===== src/rtl/fetch_pkg.sv =====
// Shared types and constants for the instruction fetch stage.
package fetch_pkg;

  typedef enum logic [1:0] {
    StIdle   = 2'd0,
    StReq    = 2'd1,
    StHold   = 2'd2,
    StSquash = 2'd3
  } fetch_state_e;

  localparam logic [31:0] INSTR_NOP = 32'h0000_0013;
  localparam logic [31:0] PC_STEP   = 32'd4;

  function automatic logic [31:0] align_word(input logic [31:0] addr);
    return addr & ~32'h0000_0003;
  endfunction

endpackage


===== src/rtl/fetch_fifo.sv =====
// Prefetch queue of {pc, instr} pairs with flush; head entry read straight from storage registers.
module fetch_fifo #(
  parameter int unsigned Depth = 2,
  localparam int unsigned PtrW = (Depth > 1) ? $clog2(Depth) : 1,
  localparam int unsigned CntW = PtrW + 1
) (
  input  logic            clk_i,
  input  logic            rst_ni,
  input  logic            flush_i,
  input  logic            push_i,
  input  logic            pop_i,
  input  logic [31:0]     push_pc_i,
  input  logic [31:0]     push_instr_i,
  output logic            valid_o,
  output logic [31:0]     head_pc_o,
  output logic [31:0]     head_instr_o,
  output logic [CntW-1:0] count_o
);

  logic [31:0]     pc_q    [Depth];
  logic [31:0]     instr_q [Depth];
  logic [PtrW-1:0] wptr_q, wptr_d;
  logic [PtrW-1:0] rptr_q, rptr_d;
  logic [CntW-1:0] count_q, count_d;
  logic            do_push, do_pop;

  assign valid_o = (count_q != '0);
  assign do_push = push_i && !flush_i && (count_q < CntW'(Depth));
  assign do_pop  = pop_i && !flush_i && valid_o;

  always_comb begin
    wptr_d  = wptr_q;
    rptr_d  = rptr_q;
    count_d = count_q;
    if (flush_i) begin
      wptr_d  = '0;
      rptr_d  = '0;
      count_d = '0;
    end else begin
      if (do_push) wptr_d = wptr_q + PtrW'(1);
      if (do_pop)  rptr_d = rptr_q + PtrW'(1);
      case ({do_push, do_pop})
        2'b10:   count_d = count_q + CntW'(1);
        2'b01:   count_d = count_q - CntW'(1);
        default: count_d = count_q;
      endcase
    end
  end

  always_ff @(posedge clk_i or negedge rst_ni) begin
    if (!rst_ni) begin
      for (int unsigned i = 0; i < Depth; i++) begin
        pc_q[PtrW'(i)]    <= '0;
        instr_q[PtrW'(i)] <= '0;
      end
      wptr_q  <= '0;
      rptr_q  <= '0;
      count_q <= '0;
    end else begin
      wptr_q  <= wptr_d;
      rptr_q  <= rptr_d;
      count_q <= count_d;
      if (do_push) begin
        pc_q[wptr_q]    <= push_pc_i;
        instr_q[wptr_q] <= push_instr_i;
      end
    end
  end

  assign head_pc_o    = pc_q[rptr_q];
  assign head_instr_o = instr_q[rptr_q];
  assign count_o      = count_q;

endmodule


===== src/rtl/instr_fetch_unit.sv =====
// Fetch stage: owns the fetch PC, issues one-outstanding imem reads and buffers results for decode.
module instr_fetch_unit
  import fetch_pkg::*;
#(
  parameter int unsigned FIFO_DEPTH = 2,
  parameter logic [31:0] RESET_PC   = 32'h0000_0000
) (
  input  logic        clk_i,
  input  logic        rst_i,
  input  logic        start_i,
  output logic        imem_req_o,
  output logic [31:0] imem_addr_o,
  input  logic        imem_ack_i,
  input  logic [31:0] imem_rdata_i,
  input  logic        redirect_i,
  input  logic [31:0] redirect_pc_i,
  input  logic        id_ready_i,
  output logic        id_valid_o,
  output logic [31:0] id_pc_o,
  output logic [31:0] id_instr_o
);

  localparam int unsigned PtrW = (FIFO_DEPTH > 1) ? $clog2(FIFO_DEPTH) : 1;
  localparam int unsigned CntW = PtrW + 1;

  fetch_state_e    state_q, state_d;
  logic [31:0]     fetch_pc_q, fetch_pc_d;
  logic [31:0]     squash_addr_q, squash_addr_d;
  logic [31:0]     redirect_target;
  logic [CntW-1:0] fifo_count, count_after;
  logic            push, pop, space_ok;

  assign redirect_target = align_word(redirect_pc_i);

  // Redirect wins over both queue operations; the FIFO flush handles the count.
  assign push = (state_q == StReq) && imem_ack_i && !redirect_i;
  assign pop  = id_valid_o && id_ready_i && !redirect_i;

  always_comb begin
    count_after = fifo_count;
    if (push && !pop) begin
      count_after = fifo_count + CntW'(1);
    end else if (pop && !push) begin
      count_after = fifo_count - CntW'(1);
    end
  end

  assign space_ok = (count_after < CntW'(FIFO_DEPTH));

  always_comb begin
    state_d       = state_q;
    fetch_pc_d    = fetch_pc_q;
    squash_addr_d = squash_addr_q;
    case (state_q)
      StIdle: begin
        if (redirect_i) fetch_pc_d = redirect_target;
        if (start_i)    state_d    = StReq;
      end
      StReq: begin
        if (redirect_i) begin
          fetch_pc_d = redirect_target;
          // An unanswered request must still complete at its original address.
          if (!imem_ack_i) begin
            state_d       = StSquash;
            squash_addr_d = fetch_pc_q;
          end
        end else if (imem_ack_i) begin
          fetch_pc_d = fetch_pc_q + PC_STEP;
          state_d    = space_ok ? StReq : StHold;
        end
      end
      StHold: begin
        if (redirect_i) begin
          fetch_pc_d = redirect_target;
          state_d    = StReq;
        end else if (space_ok) begin
          state_d = StReq;
        end
      end
      StSquash: begin
        if (redirect_i) fetch_pc_d = redirect_target;
        if (imem_ack_i) state_d    = StReq;
      end
      default: state_d = StIdle;
    endcase
  end

  always_ff @(posedge clk_i or negedge rst_i) begin
    if (!rst_i) begin
      state_q       <= StIdle;
      fetch_pc_q    <= RESET_PC;
      squash_addr_q <= RESET_PC;
    end else begin
      state_q       <= state_d;
      fetch_pc_q    <= fetch_pc_d;
      squash_addr_q <= squash_addr_d;
    end
  end

  assign imem_req_o  = (state_q == StReq) || (state_q == StSquash);
  assign imem_addr_o = (state_q == StSquash) ? squash_addr_q : fetch_pc_q;

  fetch_fifo #(
    .Depth (FIFO_DEPTH)
  ) u_fifo (
    .clk_i        (clk_i),
    .rst_ni       (rst_i),
    .flush_i      (redirect_i),
    .push_i       (push),
    .pop_i        (pop),
    .push_pc_i    (fetch_pc_q),
    .push_instr_i (imem_rdata_i),
    .valid_o      (id_valid_o),
    .head_pc_o    (id_pc_o),
    .head_instr_o (id_instr_o),
    .count_o      (fifo_count)
  );

endmodule


===== config.mk =====
export PLATFORM = sky130hd
export DESIGN_NAME = instr_fetch_unit
export DESIGN_NICKNAME = d
export VERILOG_FILES = /design/src/rtl/fetch_pkg.sv /design/src/rtl/fetch_fifo.sv /design/src/rtl/instr_fetch_unit.sv
export SDC_FILE = /design/constraint.sdc
export NUM_CORES = 1
export LEC_CHECK = 0
export CAP_MARGIN = 30
export CORE_ASPECT_RATIO = 1.1
export CORE_UTILIZATION = 53
export CTS_CLUSTER_SIZE = 30
export DETAILED_ROUTE_END_ITERATION = 16
export PLACE_DENSITY = 0.86
export REMOVE_ABC_BUFFERS = 1
export SYNTH_ARGS = -nofsm -noshare
export SYNTH_HDL_FRONTEND = slang
export SYNTH_HIERARCHICAL = 1
export SYNTH_SLANG_ARGS = --single-unit

===== constraint.sdc =====
create_clock -name clk_i -period 2.3 [get_ports clk_i]
set_input_delay 0.46 -clock clk_i [delete_from_list [all_inputs] [get_ports clk_i]]
set_output_delay 0.46 -clock clk_i [all_outputs]
set_load 0.05 [all_outputs]

Word level (Yosys, flattened, before mapping)

Cells that the tools add are included.

Bits in registers: 198
Input port bits: 70
Logic and storage cells: 90

Add/sub/neg operators: 5
Order comparisons: 5
Equal/unequal tests: 11
Muxes and demuxes: 32
Bitwise operators: 3
Reductions and logical operators: 24

Operator list:

| cell                    | count |
|---|---|
| $mux W32                | 11 |
| $bwmux W64              | 2 |
| $pmux W32 S2            | 1 |
| $add A32 B3 Y32 const B | 1 |
| $demux W32 S1           | 1 |
| $mux W2                 | 11 |
| $logic_and A1 B1 Y1     | 11 |
| $ne A3 B3 Y1 const B    | 3 |
| $pmux W2 S4             | 1 |
| $eq A2 B2 Y1 const B    | 3 |
| $reduce_bool A2 Y1      | 3 |
| $reduce_and A5 Y1       | 1 |
| $eq A2 B1 Y1 const B    | 2 |
| $ge A2 B2 Y1 const B    | 2 |
| $lt A2 B2 Y1 const B    | 2 |
| $mux W1                 | 4 |
| $ne A2 B2 Y1 const B    | 2 |
| $not A1 Y2              | 2 |
| $pmux W2 S2             | 1 |
| $logic_not A1 Y1        | 3 |
| $reduce_and A3 Y1       | 1 |
| $reduce_bool A3 Y1      | 1 |
| $reduce_or A3 Y1        | 1 |
| $add A1 B1 Y1 const B   | 2 |
| other kinds (8)         | 8 |

Longest topological paths before layout

Depth in word-level cells: 12
Gate-level depth with buffers: 7
Mapped depth without buffers: 7

Modules after synthesis

Netlist, hierarchy kept.

By module, submodules not included:

| module           | times used | cells an instance | area each (µm²) | seq. area each (µm²) |
|---|---|---|---|---|
| fetch_fifo       | 1          | 363               | 5,743.0         | 3,303.2 |
| instr_fetch_unit | 1          | 328               | 3,457.1         | 1,551.5 |

Worst setup path after synthesis

No wires, ideal clock.

Path type: flip-flop to flip-flop
Start: register state_q[1]
End: register u_fifo/instr_q[0] in the netlist's numbering
Arrival time: 1.987 ns
Data required time: 2.175 ns
Setup slack: 0.188 ns
Stages on the path, launching flop included: 8
Buffers on the path: 2
Path through: dfrtp_1 > nand3b_1 > nor2_1 > nand2b_4 > nor3b_1 > buf_2 > buf_4 > mux2_2

Word-level cells in the longest chain between the ends: 5

Ends and longest elaborated chain:

| item                              | RTL line               | RTL |
|---|---|---|
| start, declared                   | instr_fetch_unit.sv:26 | `fetch_state_e state_q, state_d;` |
| start signal, assigned            | instr_fetch_unit.sv:90 | `state_q <= StIdle;` |
| start signal, assigned            | instr_fetch_unit.sv:94 | `state_q <= state_d;` |
| $eq A2 B1 Y1                      | instr_fetch_unit.sv:36 | `assign push = (state_q == StReq) && imem_ack_i && !redirect_i;` |
| $logic_and A1 B1 Y1 (2 in series) | instr_fetch_unit.sv:36 |  |
| net push                          | instr_fetch_unit.sv:31 | `logic push, pop, space_ok;` |
| $logic_and A1 B1 Y1 (2 in series) | fetch_fifo.sv:28       | `assign do_push = push_i && !flush_i && (count_q < CntW'(Depth));` |
| end signal, assigned by index     | fetch_fifo.sv:65       | `instr_q[wptr_q] <= push_instr_i;` |
| end, declared                     | fetch_fifo.sv:21       | `logic [31:0] instr_q [Depth];` |

The timed path passes the listed nets, and every way through them passes these cells.
A chain may end at the register's enable or synchronous reset.

Worst setup path after layout

Start: register state_q[1]
End: output imem_addr_o[25]

Word-level cells in the longest chain between the ends: 2

Ends and longest elaborated chain:

| item          | RTL line                | RTL |
|---|---|---|
| $eq A2 B2 Y1  | instr_fetch_unit.sv:101 | `assign imem_addr_o = (state_q == StSquash) ? squash_addr_q : fetch_pc_q;` |
| $mux W32      | instr_fetch_unit.sv:101 |  |
| end, declared | instr_fetch_unit.sv:12  | `output logic [31:0] imem_addr_o,` |

Every way passes these cells.

==> qor.txt <==
Sequential power share: 36.4%
Placed cell areas: 0.01146 mm^2
CTS tree: yes
Syn Inst Count: 691
CP top delay family: flip-flops
Layout fillers: 1178
Synth unique cells: 52
Worst slew margin relative to its limit: 65.37%
Buf/Inv on CP: 2
Max VDD drop: 558.6 uV
DR vias: 6203
Sw power: 5.073 mW
YS warnings: 6
Crit-path cells: nand2_2, buf_8, mux2_2, buf_12
Slowest cell delay on critical path: 0.46 ns
F_max: 447.9 MHz
GRT Overall Usage: 24.18%
Worst Path Required: 1.84 ns
Sequential share of the synthesized area: 52.77%
Asr flop ratio synth: 100.0%
Sw Share: 37.29%
Met1 wire length: 9149 um
P_int: 8.531 mW
Status: finished, violations left
Top_reg_cell synth: dfrtp_1
CP endpoint kind: primary output
Pin count of the biggest net entering global routing: 63
Synth top area share: 52.77%
Static Leak: 5.268 nW
Drt drc: 0
Worst setup path class: flop to primary output
CP Max Fanout: 14
GRT overflow: 0
Pre-CTS setup slack: -0.2284 ns
Antenna violations before repair: 0
Met2 WL post-DR: 10170 um
Root Buffer: clkbuf_16
Clock Sinks: 194
Full die area: 0.01789 mm^2
Starting density of the core: 54.07%
Final hold vios: 11
RSZ-0062 raised after global routing: no
Failing checks: negative hold slack
Buffers added on ports: 163
Tmin final: 2.233 ns
Final WL: 20750 um
First-pass GRT wire length: 33580 um
Layout net count: 943
Worst Hold Class: input pin to asynchronous set/reset pin
Antenna Cells: 0
Skew final: 0.008184 ns
Setup crit start kind: flop
DIE HEIGHT: 140.2 um
Final instance area: 0.01209 mm^2
Crit path DAT: 1.77 ns
Clk pwr share: 21.9%
Critical path depth: 4
Avg Inst Size Synth: 13.31 um^2
Area Overhead vs Synth: 31.39%
Final Slew Violations: 0
Hpwl dp: 13860 um
Latest clock arrival within the worst-skew pair: 0.43 ns
DIE WIDTH: 127.6 um
Highest Signal Layer: met4
Leading cell type in the layout, fill and taps excluded: mux2_2
Netlist Area Pre-Place: 0.009200 mm^2
DR vias/cell: 5.543
Antenna-violating nets left: 0
WL met3: 1147 um
Slew at the pin with the worst max-slew slack: 0.5179 ns
FP Rows: 50
Reg2Reg Depth: 7
CTS Buf Count: 17
Most frequent cells in the layout: 248 x mux2_2, 192 x dfrtp_1, 83 x buf_4
Hold WS: -0.006254 ns
Number of max-cap violations: 0
EDFF count, synth: 0
Routability cong.: 0.8179
Worst Slack Setup Final: 0.06747 ns
Vias in the first global route: 6390
PD cells: 1125 mW/mm^2
Gate power share: 41.6%
Ranking of synthesized cells by area: dfrtp_1 53%, mux2_2 30%, nand2_1 1.8%, xnor2_1 1.6%, o21ai_0 1.1%
H-tree depth: 4
Routed WL per cell: 18.54 um
Dominant cell type by area after synthesis: dfrtp_1
IO Count: 168
DR pass1 iterations: 6
Share of layout cells above drive strength 1: 48.02%
Initial DRC count: 328
Period utilization: 97.07%
Reg clk slew, reported paths: 0.07 ns
Post-CTS setup buffer count: 0
Synthesis-stage register bit count: 194
Setup violations, final: 0
Max Buffers Root-to-Sink: 2
Floorplan core area: 0.01702 mm^2
Crit-path slowest cell: dfrtp_1
## routing by layer
metal  track usage [%]  vias to the layer above
met5                 0                        -
met4             6.811                        0
met3             4.660                       26
met2             40.95                      200
met1             31.70                     3140
li1                  -                     2837
## layout make-up
class	instances	area (um^2)	share of cell area, %
clock inverter	13	148.9	1.232
inverter	8	30.03	0.2484
clock buffer	19	452.9	3.747
timing repair buffer	197	2207	18.26
sequential	194	4857	40.18
multi-input combinational	454	4099	33.91
tap	234	292.8	2.422
## repair_timing
item                       CTS  global route
resized for setup            2             6
setup endpoints to repair   15            29
hold buffers                 0             0
## synthesized netlist by cell type (all sizes together), types with 2 or more instances
library cell,number
inv,8
nor3,13
and3,6
nand2b,2
nor2b,3
clkbuf,13
a31oi,3
o221ai,2
nand3,10
and4,3
xor2,5
nor3b,3
and2,4
a21oi,6
a311oi,3
a2bb2oi,3
dfrtp,194
nand4,4
nor2,15
mux2,253
nor4,7
nand2,43
xnor2,17
o21ai,26
o31ai,2
a211oi,2
buf,27
## power by group through the flow
| stage | logic, mW | clock network, mW | registers (mW) |
|---|---|---|---|
| CTS | 5.69 | 3.03 | 4.95 |
| floorplan | 3.81 | 0 | 4.82 |
| global route | 5.92 | 3.16 | 5.09 |
| finish | 5.66 | 2.98 | 4.96 |
| detailed placement | 5.66 | 0 | 5.00 |
| global placement | 5.58 | 0 | 4.92 |
## path summary, 6_finish.rpt
check                                 from                 end  slack [ns]
setup / recovery                state_q[1]     imem_addr_o[25]        0.07
hold / removal                       rst_i  u_fifo/instr_q[17]      -0.006
setup reg to reg                state_q[1]   u_fifo/instr_q[8]        0.19
hold reg to reg            u_fifo/pc_q[43]     u_fifo/pc_q[43]        0.49
max in group asynchronous            rst_i     u_fifo/pc_q[20]        1.58
min in group clk_i         u_fifo/pc_q[43]     u_fifo/pc_q[43]        0.49
## cell families (layout without fill, tap and decap cells)
family | count (synthesis) | count (layout) | synth area share (%)
mux | 254 | 254 | 31.08
xor+xnor | 22 | 22 | 2.094
buf+inv | 48 | 237 | 2.965
flops | 194 | 194 | 52.77
fa+ha+maj | 1 | 1 | 0.1360
other cells | 1 | 6 | 0.04076
compound gates | 54 | 54 | 3.726
simple gates | 117 | 117 | 7.194
## state kept, by name (all words and copies together), names as in the netlist
name            flops
fetch_pc_q         30
squash_addr_q      30
state_q             2
u_fifo/count_o      2
u_fifo/instr_q     64
u_fifo/pc_q        64
u_fifo/rptr_q       1
u_fifo/wptr_q       1
## stage by stage
stage          utilization [%]  setup TNS, ns  std cells  hold slack (ns)  power, mW
3_3_place_gp             67.37         -16.93       1087           0.4559      10.50
4_1_cts                  70.92              0       1119         0.001118      13.67
2_1_floorplan                -        -391.31        656           0.1644      8.635
3_5_place_dp             67.37         -19.61       1087           0.4590      10.66
5_1_grt                  71.04              0       1119          0.02370      14.17
6_report                 71.04              0       1119        -0.006254      13.60
(Power assumes the default switching activity.)
